[src/rtl/traffic_light_ctrl.sv]
// Two-road traffic light sequencer driven by a 1-second tick stream.
// Counts ticks per phase and supports a flashing-yellow maintenance mode.
module traffic_light_ctrl #(
  parameter int T_GREEN  = 5,
  parameter int T_YELLOW = 2,
  parameter int T_ALLRED = 1,
  parameter int CNT_W    = 8
) (
  input  logic             clk,
  input  logic             rst_n,
  input  logic             tick,
  input  logic             enable,
  output logic [2:0]       ns_light,
  output logic [2:0]       ew_light,
  output logic [CNT_W-1:0] sec_left,
  output logic [2:0]       phase
);

  typedef enum logic [2:0] {
    AR_A  = 3'd0,
    NS_G  = 3'd1,
    NS_Y  = 3'd2,
    AR_B  = 3'd3,
    EW_G  = 3'd4,
    EW_Y  = 3'd5,
    FLASH = 3'd6
  } state_t;

  localparam logic [CNT_W-1:0] L_GREEN  = CNT_W'(T_GREEN - 1);
  localparam logic [CNT_W-1:0] L_YELLOW = CNT_W'(T_YELLOW - 1);
  localparam logic [CNT_W-1:0] L_ALLRED = CNT_W'(T_ALLRED - 1);

  localparam logic [2:0] RED = 3'b100;
  localparam logic [2:0] YEL = 3'b010;
  localparam logic [2:0] GRN = 3'b001;
  localparam logic [2:0] OFF = 3'b000;

  state_t           state, state_n;
  logic [CNT_W-1:0] cnt, cnt_n;
  logic             flash_on, flash_n;
  logic [2:0]       ns_n, ew_n;

  always_ff @(posedge clk) begin
    if (!rst_n) begin
      state    <= AR_A;
      cnt      <= L_ALLRED;
      flash_on <= 1'b0;
      ns_light <= RED;
      ew_light <= RED;
    end else begin
      state    <= state_n;
      cnt      <= cnt_n;
      flash_on <= flash_n;
      ns_light <= ns_n;
      ew_light <= ew_n;
    end
  end

  always_comb begin
    state_n = state;
    cnt_n   = cnt;
    flash_n = flash_on;
    case (state)
      FLASH: begin
        cnt_n = '0;
        if (enable) begin
          state_n = AR_A;
          cnt_n   = L_ALLRED;
          flash_n = 1'b0;
        end else if (tick) begin
          flash_n = ~flash_on;
        end
      end
      AR_A, NS_G, NS_Y, AR_B, EW_G, EW_Y: begin
        if (!enable) begin
          // Maintenance request wins over a tick arriving in the same cycle.
          state_n = FLASH;
          cnt_n   = '0;
          flash_n = 1'b1;
        end else if (tick) begin
          if (cnt != '0) begin
            cnt_n = cnt - 1'b1;
          end else begin
            case (state)
              AR_A:    begin state_n = NS_G; cnt_n = L_GREEN;  end
              NS_G:    begin state_n = NS_Y; cnt_n = L_YELLOW; end
              NS_Y:    begin state_n = AR_B; cnt_n = L_ALLRED; end
              AR_B:    begin state_n = EW_G; cnt_n = L_GREEN;  end
              EW_G:    begin state_n = EW_Y; cnt_n = L_YELLOW; end
              default: begin state_n = AR_A; cnt_n = L_ALLRED; end
            endcase
          end
        end
      end
      default: begin
        state_n = AR_A;
        cnt_n   = L_ALLRED;
        flash_n = 1'b0;
      end
    endcase
  end

  // Lamps are decoded from the next state so they register alongside it.
  always_comb begin
    ns_n = RED;
    ew_n = RED;
    case (state_n)
      NS_G:    ns_n = GRN;
      NS_Y:    ns_n = YEL;
      EW_G:    ew_n = GRN;
      EW_Y:    ew_n = YEL;
      FLASH: begin
        ns_n = flash_n ? YEL : OFF;
        ew_n = flash_n ? YEL : OFF;
      end
      default: begin
        ns_n = RED;
        ew_n = RED;
      end
    endcase
  end

  assign sec_left = cnt;
  assign phase    = state;

endmodule

[config.mk]
export PLATFORM = sky130hd
export DESIGN_NAME = traffic_light_ctrl
export DESIGN_NICKNAME = d
export VERILOG_FILES = /design/src/rtl/traffic_light_ctrl.sv
export SDC_FILE = /design/constraint.sdc
export NUM_CORES = 1
export LEC_CHECK = 0
export ABC_AREA = 1
export ABC_CLOCK_PERIOD_IN_PS = 1600
export CORE_MARGIN = 2
export CORE_UTILIZATION = 46
export CTS_BUF_LIST = sky130_fd_sc_hd__clkbuf_4
export CTS_CLUSTER_SIZE = 40
export DETAILED_ROUTE_END_ITERATION = 12
export GPL_TIMING_DRIVEN = 0
export PLACE_DENSITY_LB_ADDON = 0.1
export RECOVER_POWER = 25
export SYNTH_ARGS = -nofsm -noshare
export SYNTH_HDL_FRONTEND = slang
export SYNTH_SLANG_ARGS = --single-unit
export TNS_END_PERCENT = 100
[constraint.sdc]
create_clock -name clk -period 1.6 [get_ports clk]
set_clock_uncertainty 0.2 [all_clocks]
set_input_delay 0.32 -clock clk [delete_from_list [all_inputs] [get_ports clk]]
set_output_delay 0.32 -clock clk [all_outputs]
set_load 0.05 [all_outputs]
### Word level (Yosys, flattened, before mapping)

Index checks and enable logic that the tools add are counted.

| storage, ports and cells | value |
|---|---|
| bits in registers | 18 |
| bits of input ports | 4 |
| output and inout port bits | 17 |
| logic and storage cells | 39 |

| cells by class | value |
|---|---|
| add/sub/neg operators | 1 |
| equality and inequality tests | 11 |
| mux-type cells | 15 |
| bitwise operators | 1 |
| reduce and logical (&&, ||, !) cells | 6 |

Operators with widths:

| kind | count |
|---|---|
| == test 3 bit (second input constant) | 6 |
| one-hot mux 3 bit (3 select lines) | 2 |
| one-hot mux 3 bit (5 select lines) | 1 |
| two-way mux 3 bit | 4 |
| one-hot mux 3 bit (2 select lines) | 2 |
| == test 3 x 2 -> 1 bit (second input constant) | 3 |
| two-way mux 8 bit | 1 |
| nonzero test 8 bit | 1 |
| subtractor 8 x 1 -> 8 bit (second input constant) | 1 |
| == test 3 x 1 -> 1 bit (second input constant) | 2 |
| OR reduction 6 bit | 1 |
| OR reduction 2 bit | 2 |
| zero test 3 bit | 1 |
| two-way mux 1 bit | 3 |
| AND reduction 3 bit | 1 |
| two-way mux 2 bit | 1 |
| one-hot mux 1 bit (2 select lines) | 1 |
| inverter 1 bit | 1 |

### Depth between registers and ports, before layout

Gate-level depths: netlist (run 1).

| depth | value |
|---|---|
| depth after elaboration | 8 |
| depth in mapped cells | 12 |
| gate-level depth less buffers | 12 |

### Worst setup path before layout (run 1)

Ideal clock, no wire load.

| timing | value |
|---|---|
| path type | flip-flop to flip-flop |
| from | reg cnt[0] (netlist: sec_left[0]) |
| to | reg ns_light[2] |
| data arrival time | 1.728 ns |
| setup slack | -0.437 ns |
| stages on the path, launching flop included | 13 |
| path buffers | 0 |
| cells stage by stage | dfxtp_1 -> inv_1 -> ha_1 -> nand2_2 -> nor2_4 -> nand2_2 -> nand2_1 -> nand2_2 -> nand2_4 -> nor2_4 -> nand4_1 -> nand2_1 -> inv_1 |

| on the way | value |
|---|---|
| cells in the longest elaborated chain, start to end | 7 |
| elaborated cells on any way between the ends | 9 |
| those cells by class | 3 x eq/ne; 5 x mux; 1 x reduce/logical |

Ends and longest elaborated chain:

| what | line | RTL |
|---|---|---|
| start, declared | 39 | `logic [CNT_W-1:0] cnt, cnt_n;` |
| start signal, assigned | 52 | `cnt <= cnt_n;` |
| nonzero test 8 bit (*) | 81 | `if (cnt != '0) begin` |
| two-way mux 3 bit (*) | 81 |  |
| two-way mux 3 bit (*) | 80 | `end else if (tick) begin` |
| two-way mux 3 bit (*) | 75 | `if (!enable) begin` |
| one-hot mux 3 bit (2 select lines) (*) | 63 | `case (state)` |
| == test 3 bit, or another cell as far along | 107 | `case (state_n)` |
| one-hot mux 3 bit (3 select lines) (*) | 107 |  |
| end signal, assigned | 54 | `ns_light <= ns_n;` |
| end, declared | 13 | `output logic [2:0] ns_light,` |

Every way passes the cells marked *; elsewhere a longest branch is shown, timed or not.
A chain may end at the register's enable or synchronous reset.

### Final worst setup path (run 1)

Same ends and word-level chain as after synthesis.

==> impl_metrics.env, run 1 <==
export IMPL_combPwrFrac=0.472
export IMPL_cp_required_ns=1.60
export IMPL_swShare=0.431
export IMPL_start_kind="register"
export IMPL_start_util=0.486
export IMPL_die_area_um2=2430
export IMPL_core_region_area_um2=1940
export IMPL_cts_clk_slew_worst_paths_ns=0.11
export IMPL_synth_area_leaders="dfxtp_1 38%, inv_1 10%, nand2_1 10%, nor2_1 7.5%, nand3_1 5.3%"
export IMPL_yosys_warnings=0
export IMPL_wl_um=2410
export IMPL_fmax_ghz=0.594
export IMPL_cp_top_family="simple AND/OR/NAND/NOR gates"
export IMPL_synth_top_family_by_area="simple AND/OR/NAND/NOR gates"
export IMPL_root_buffer="clkbuf_4"
export IMPL_design_area_um2=1370
export IMPL_ios=21
export IMPL_cts_tree="built"
export IMPL_globalplace_congestion=0.803
export IMPL_final_hold_violation_count=0
export IMPL_slew_violations=0
export IMPL_path_buf_inv=3
export IMPL_crit_path_top_delay_cell="dfxtp_4"
export IMPL_drt_pass1_iterations=4
export IMPL_path_depth=12
export IMPL_layout_worst_path_cycle_share=1.05
export IMPL_relSlewSlack=0.807
export IMPL_max_vdd_ir_drop_mv=0.733
export IMPL_detail_route_drc_violations=0
export IMPL_worstPathCellList="inv_4, ha_4, nand2_4, nor2_4, nand2_2, nand2_2, nand2_2, nand2_4, buf_4, nand3_2, nand2_1, inv_1"
export IMPL_grt_pass1_vias=958
export IMPL_synth_top_cell_area_share=0.381
export IMPL_hold_path_class="register to register"
export IMPL_clk_latency_ns=0.29
export IMPL_num_rows=16
export IMPL_fin_crit_ns=1.68
export IMPL_netlist_cell_type_count=24
export IMPL_fin_util=0.705
export IMPL_dp_hpwl_um=1750
export IMPL_fin_nets=181
export IMPL_numCtsBuffers=3
export IMPL_grt_max_degree=11
export IMPL_dieHeight_um=49.3
export IMPL_crit_path_max_incr_delay_ns=0.37
export IMPL_crit_arrival_ns=1.68
export IMPL_instances_no_fill=201
export IMPL_area_growth_pct=44.9
export IMPL_dieWidth_um=49.3
export IMPL_crit_path_end_kind="register"
export IMPL_grt_ovfl_total=0
export IMPL_whs_ns=0.309
export IMPL_dp_cells=186
export IMPL_yosys_area_share_adder=0.0265
export IMPL_postPlaceCellArea_um2=1210
export IMPL_track_usage=0.207
export IMPL_rsz0062_at_grt="yes"
export IMPL_synth_xor_area_frac=0.0185
export IMPL_seq_power_share=0.366
export IMPL_regToRegSetupSlack_ns=-0.08
export IMPL_wl_per_cell_um=12.0
export IMPL_vias=997
export IMPL_yosys_area_share_simple=0.364
export IMPL_final_cell_mix="23 x inv_1, 23 x nand2_1, 15 x nor2_1, 10 x buf_4, 9 x dfxtp_2"
export IMPL_leakage_nw=0.667
export IMPL_clkSinkCount=18
export IMPL_synth_compound_area_frac=0.0967
export IMPL_switchingPower_uw=636
export IMPL_antenna_cells=0
export IMPL_via_per_inst=4.96
export IMPL_io_buffers=20
export IMPL_rr_worst_depth=12
export IMPL_power_density_nw_per_um2=1080
export IMPL_critical_path_max_fanout=5
export IMPL_drv_cap=0
export IMPL_cell_internal_pwr_uw=840
export IMPL_hold_depth=2
export IMPL_drive_gt1_frac=0.425
export IMPL_antenna_found_initial=0
export IMPL_yosysSeqAreaShare=0.381
export IMPL_violations="negative setup slack"
export IMPL_ys_ff_latch=18
export IMPL_clkPwrFrac=0.162
export IMPL_crit_type="register to register"
export IMPL_cts_buffer_depth=2
export IMPL_ant_nets=0
export IMPL_syn_inst=139
export IMPL_synth_area_um2=945
export IMPL_setup_viol=6
export IMPL_drt_initial_drc_count=19
export IMPL_muxShareOfSynthArea=0
export IMPL_crit_top_cell="nand2_2"
export IMPL_syn_avg_cell_area_um2=6.80
export IMPL_tightestPinTransition_ns=0.290
export IMPL_synth_nets=145
export IMPL_htreeDepth=1
export IMPL_worst_slack_ns=-0.0821
export IMPL_grt_pass1_wl_um=3900
export IMPL_status="complete, but fails checks"
export IMPL_cts_hold_buf=0
export IMPL_yosysTopAreaCell="dfxtp_1"
-- worst paths after layout --
check | startpoint | endpoint
max | sec_left[0] | ns_light[2]
min | sec_left[3] | sec_left[3]
max reg2reg | sec_left[0] | ns_light[2]
min reg2reg | sec_left[3] | sec_left[3]
-- timing repair --
action | in CTS | in global routing
buffers inserted | 7 | 5
gates resized for setup | 64 | 26
endpoints found under the setup margin | 24 | 14
pin swaps | 5 | 16
-- per-layer routing --
layer	up-vias	GRT usage	part of all wire
li1	506	-	-
met1	475	0.221	0.40
met2	14	0.374	0.55
met3	2	0.0552	0.038
met4	0	0.0952	0.0058
met5	-	0	0
-- per-stage QoR --
stage	total power, mW	TNS (ns)	setup slack (ns)
floorplan	0.985	-0.0237	-0.0237
global placement	1.13	-5.28	-0.450
detailed placement	1.15	-5.57	-0.464
CTS	1.42	-0.347	-0.110
global route	1.57	-1.18	-0.200
finish	1.48	-0.312	-0.0821
-- Yosys cell counts --
| cell type | count |
|---|---|
| dfxtp_1 | 18 |
| o21ai_0 | 5 |
| inv_2 | 1 |
| nor2_4 | 2 |
| o31ai_1 | 1 |
| inv_1 | 26 |
| nand2_2 | 5 |
| a31oi_1 | 1 |
| nand2_1 | 26 |
| nand3_1 | 10 |
| nand2_4 | 1 |
| buf_2 | 1 |
| xor2_1 | 1 |
| nor2_2 | 1 |
| ha_1 | 2 |
| a21oi_1 | 8 |
| o21ai_1 | 1 |
| o211ai_1 | 1 |
| nor2_1 | 19 |
| nand4_1 | 2 |
| xnor2_1 | 1 |
| nand3_2 | 2 |
| nor3_1 | 3 |
| or2_2 | 1 |
-- power by group through the flow --
stage	clock network (mW)	logic (mW)	registers, mW
after floorplan	0	0.282	0.704
after global placement	0	0.589	0.546
after detailed placement	0	0.603	0.550
after CTS	0.242	0.642	0.539
after global routing	0.269	0.756	0.546
final	0.239	0.697	0.540
-- cell families (layout without fill, tap and decap cells) --
logic type | after synthesis | in the layout
and+or+nand+nor | 72 | 72
AOI/OAI and AO/OA | 17 | 17
DFF | 18 | 18
xor gates and xnor gates | 2 | 2
buffers and inverters | 28 | 63
adders and majority gates | 2 | 2
-- sequential cells by signal, summed over array words and instances, names as in the netlist --
signal,flops
sec_left,8
ew_light,3
ns_light,3
phase,3
flash_on,1
-- tightest hold or removal path, delay by kind of cell, from the launching register on --
family,cells,cell delay (ns)
AOI/OAI and AO/OA,1,0.06
DFF,1,0.36
and+or+nand+nor,1,0.06
-- final cells by class --
cell class | instances | area, µm²
well taps | 27 | 33.8
repair buffers | 31 | 259
flip-flops and latches | 18 | 379
fillers | 174 | 573
clock buffers | 3 | 22.5
plain buffers | 1 | 11.3
multi-input cells | 93 | 553
inverters | 27 | 106
clock inverters | 1 | 3.75
Power figures use the tool's default switching activity.
==> inputs of run 2 (changes only) <==
- CELL_PAD_IN_SITES_DETAIL_PLACEMENT: default -> 0
- CELL_PAD_IN_SITES_GLOBAL_PLACEMENT: default -> 1
- CORE_ASPECT_RATIO: default -> 1.75
- CORE_MARGIN: 2 -> default
- CORE_UTILIZATION: 46 -> 32
- RECOVER_POWER: 25 -> 100
==> run 2 against run 1 <==
Against the previous run:
- the flow still finishes with violations (negative setup slack)
- first-iteration DRC count rose by 16%
- worst setup slack got worse by 0.013 ns
- sequential share of layout area rose by 0.86 points
- die area rose by 31%
- hold slack got worse by 0.0027 ns
- design area fell by 2.4%
- largest power group unchanged
- global-route usage fell by 3.3 points
==> impl_metrics.env, run 2 (synthesized netlist as in run 1, its figures left out) <==
export IMPL_hold_path_class="register to register"
export IMPL_ant_nets=0
export IMPL_crit_path_end_kind="register"
export IMPL_route_met2_wl_um=1420
export IMPL_grt_pass1_vias=995
export IMPL_grt_ovfl_total=0
export IMPL_slew_violations=0
export IMPL_cts_tree="built"
export IMPL_top_layer="met4"
export IMPL_drt_pass1_iterations=4
export IMPL_relSlewSlack=0.809
export IMPL_detail_route_drc_violations=0
export IMPL_cts_clk_slew_worst_paths_ns=0.11
export IMPL_swShare=0.433
export IMPL_violations="negative setup slack"
export IMPL_io_buffers=20
export IMPL_cts_hold_buf=0
export IMPL_setup_viol=5
export IMPL_crit_arrival_ns=1.71
export IMPL_cp_required_ns=1.61
export IMPL_largest_reg_flops=8
export IMPL_ios=21
export IMPL_num_rows=25
export IMPL_antenna_cells=0
export IMPL_dieHeight_um=73.9
export IMPL_rsz0062_at_grt="yes"
export IMPL_fin_crit_ns=1.70
export IMPL_layout_worst_path_cycle_share=1.06
export IMPL_worstPathCellList="clkdlybuf4s50_1, buf_6, nand3_1, nand2_1, nand3_1, nand2_2, nand4_1, nand2_1, inv_1"
export IMPL_path_buf_inv=3
export IMPL_worst_slack_ns=-0.0951
export IMPL_final_cell_mix="23 x inv_1, 23 x nand2_1, 14 x nor2_1, 10 x clkdlybuf4s15_2, 8 x dfxtp_2"
export IMPL_clk_latency_ns=0.30
export IMPL_seq_power_share=0.374
export IMPL_status="complete, but fails checks"
export IMPL_dp_hpwl_um=1880
export IMPL_grt_pass1_wl_um=4210
export IMPL_fin_nets=177
export IMPL_regToRegSetupSlack_ns=-0.08
export IMPL_dieWidth_um=43.1
export IMPL_grt_max_degree=11
export IMPL_drive_gt1_frac=0.406
export IMPL_die_area_um2=3180
export IMPL_critical_path_max_fanout=10
export IMPL_fin_util=0.485
export IMPL_cell_internal_pwr_uw=823
export IMPL_antenna_found_initial=0
export IMPL_start_util=0.343
export IMPL_globalplace_congestion=0.783
export IMPL_crit_path_top_delay_cell="clkdlybuf4s50_1"
export IMPL_switchingPower_uw=630
export IMPL_core_region_area_um2=2750
export IMPL_power_density_nw_per_um2=1090
export IMPL_root_buffer="clkbuf_4"
export IMPL_drt_initial_drc_count=22
export IMPL_clkPwrFrac=0.166
export IMPL_max_vdd_ir_drop_mv=0.492
export IMPL_fmax_ghz=0.590
export IMPL_combPwrFrac=0.460
export IMPL_track_usage=0.174
export IMPL_dr_wl_met3_um=87
export IMPL_via_per_inst=4.87
export IMPL_wl_met1_um=871
export IMPL_start_kind="input pin"
export IMPL_leakage_nw=0.637
export IMPL_drv_cap=0
export IMPL_crit_path_max_incr_delay_ns=0.54
export IMPL_numCtsBuffers=3
export IMPL_clkSinkCount=18
export IMPL_whs_ns=0.306
export IMPL_area_growth_pct=41.5
export IMPL_wl_per_cell_um=12.2
export IMPL_cp_top_family="buffers and inverters"
export IMPL_vias=960
export IMPL_tightestPinTransition_ns=0.285
export IMPL_crit_type="input pin to register"
export IMPL_final_hold_violation_count=0
export IMPL_htreeDepth=1
export IMPL_cts_buffer_depth=2
export IMPL_wl_um=2410
-- run 2: final cells by class --
type / instances / area, µm²
tap: 27 / 33.8
sequential: 18 / 382
clock inverter: 1 / 3.75
buffer: 1 / 11.3
clock buffer: 3 / 22.5
inverter: 27 / 106
timing repair buffer: 27 / 235
multi-input combinational: 93 / 542
fill: 314 / 1420
-- run 2: what timing repair did --
action                     in CTS  in global routing
gates resized for setup        58                 27
setup endpoints to repair      24                 22
setup buffers                   4                  3
pin swaps                       8                  4
-- run 2: per-stage QoR --
step / power [mW] / setup slack (ns) / setup TNS [ns] / area (µm²) / cells
final: 1.45 / -0.0951 / -0.172 / 1340 / 197
after global routing: 1.55 / -0.159 / -1.02 / 1340 / 197
after CTS: 1.44 / -0.120 / -0.544 / 1300 / 194
after detailed placement: 1.16 / -0.437 / -5.53 / 1210 / 186
after global placement: 1.16 / -0.459 / -5.60 / 1210 / 186
after floorplan: 0.985 / -0.0237 / -0.0237 / 978 / 139
-- run 2: power groups by stage --
stage / clock [mW] / combinational, mW / sequential [mW]
floorplan: 0 / 0.282 / 0.704
global placement: 0 / 0.607 / 0.549
detailed placement: 0 / 0.610 / 0.550
CTS: 0.255 / 0.640 / 0.541
global route: 0.259 / 0.736 / 0.551
finish: 0.242 / 0.668 / 0.543
-- run 2: worst min-delay path: stages, from the launching register on --
cell,delay [ns]
dfxtp_2,0.35
o21ai_0,0.07
a21oi_1,0.06
-- run 2: final timing paths --
path / from / cells past startpoint / endpoint
worst max-delay path: tick / 9 / ns_light[2]
worst min-delay path: sec_left[5] / 2 / sec_left[5]
worst max register to register: sec_left[0] / 11 / ns_light[2]
worst min register to register: sec_left[5] / 2 / sec_left[5]
-- run 2: per-layer routing --
metal,vias up,GRT usage
met5,-,0
li1,492,-
met1,445,0.169
met4,0,0.0606
met2,19,0.357
met3,4,0.0197
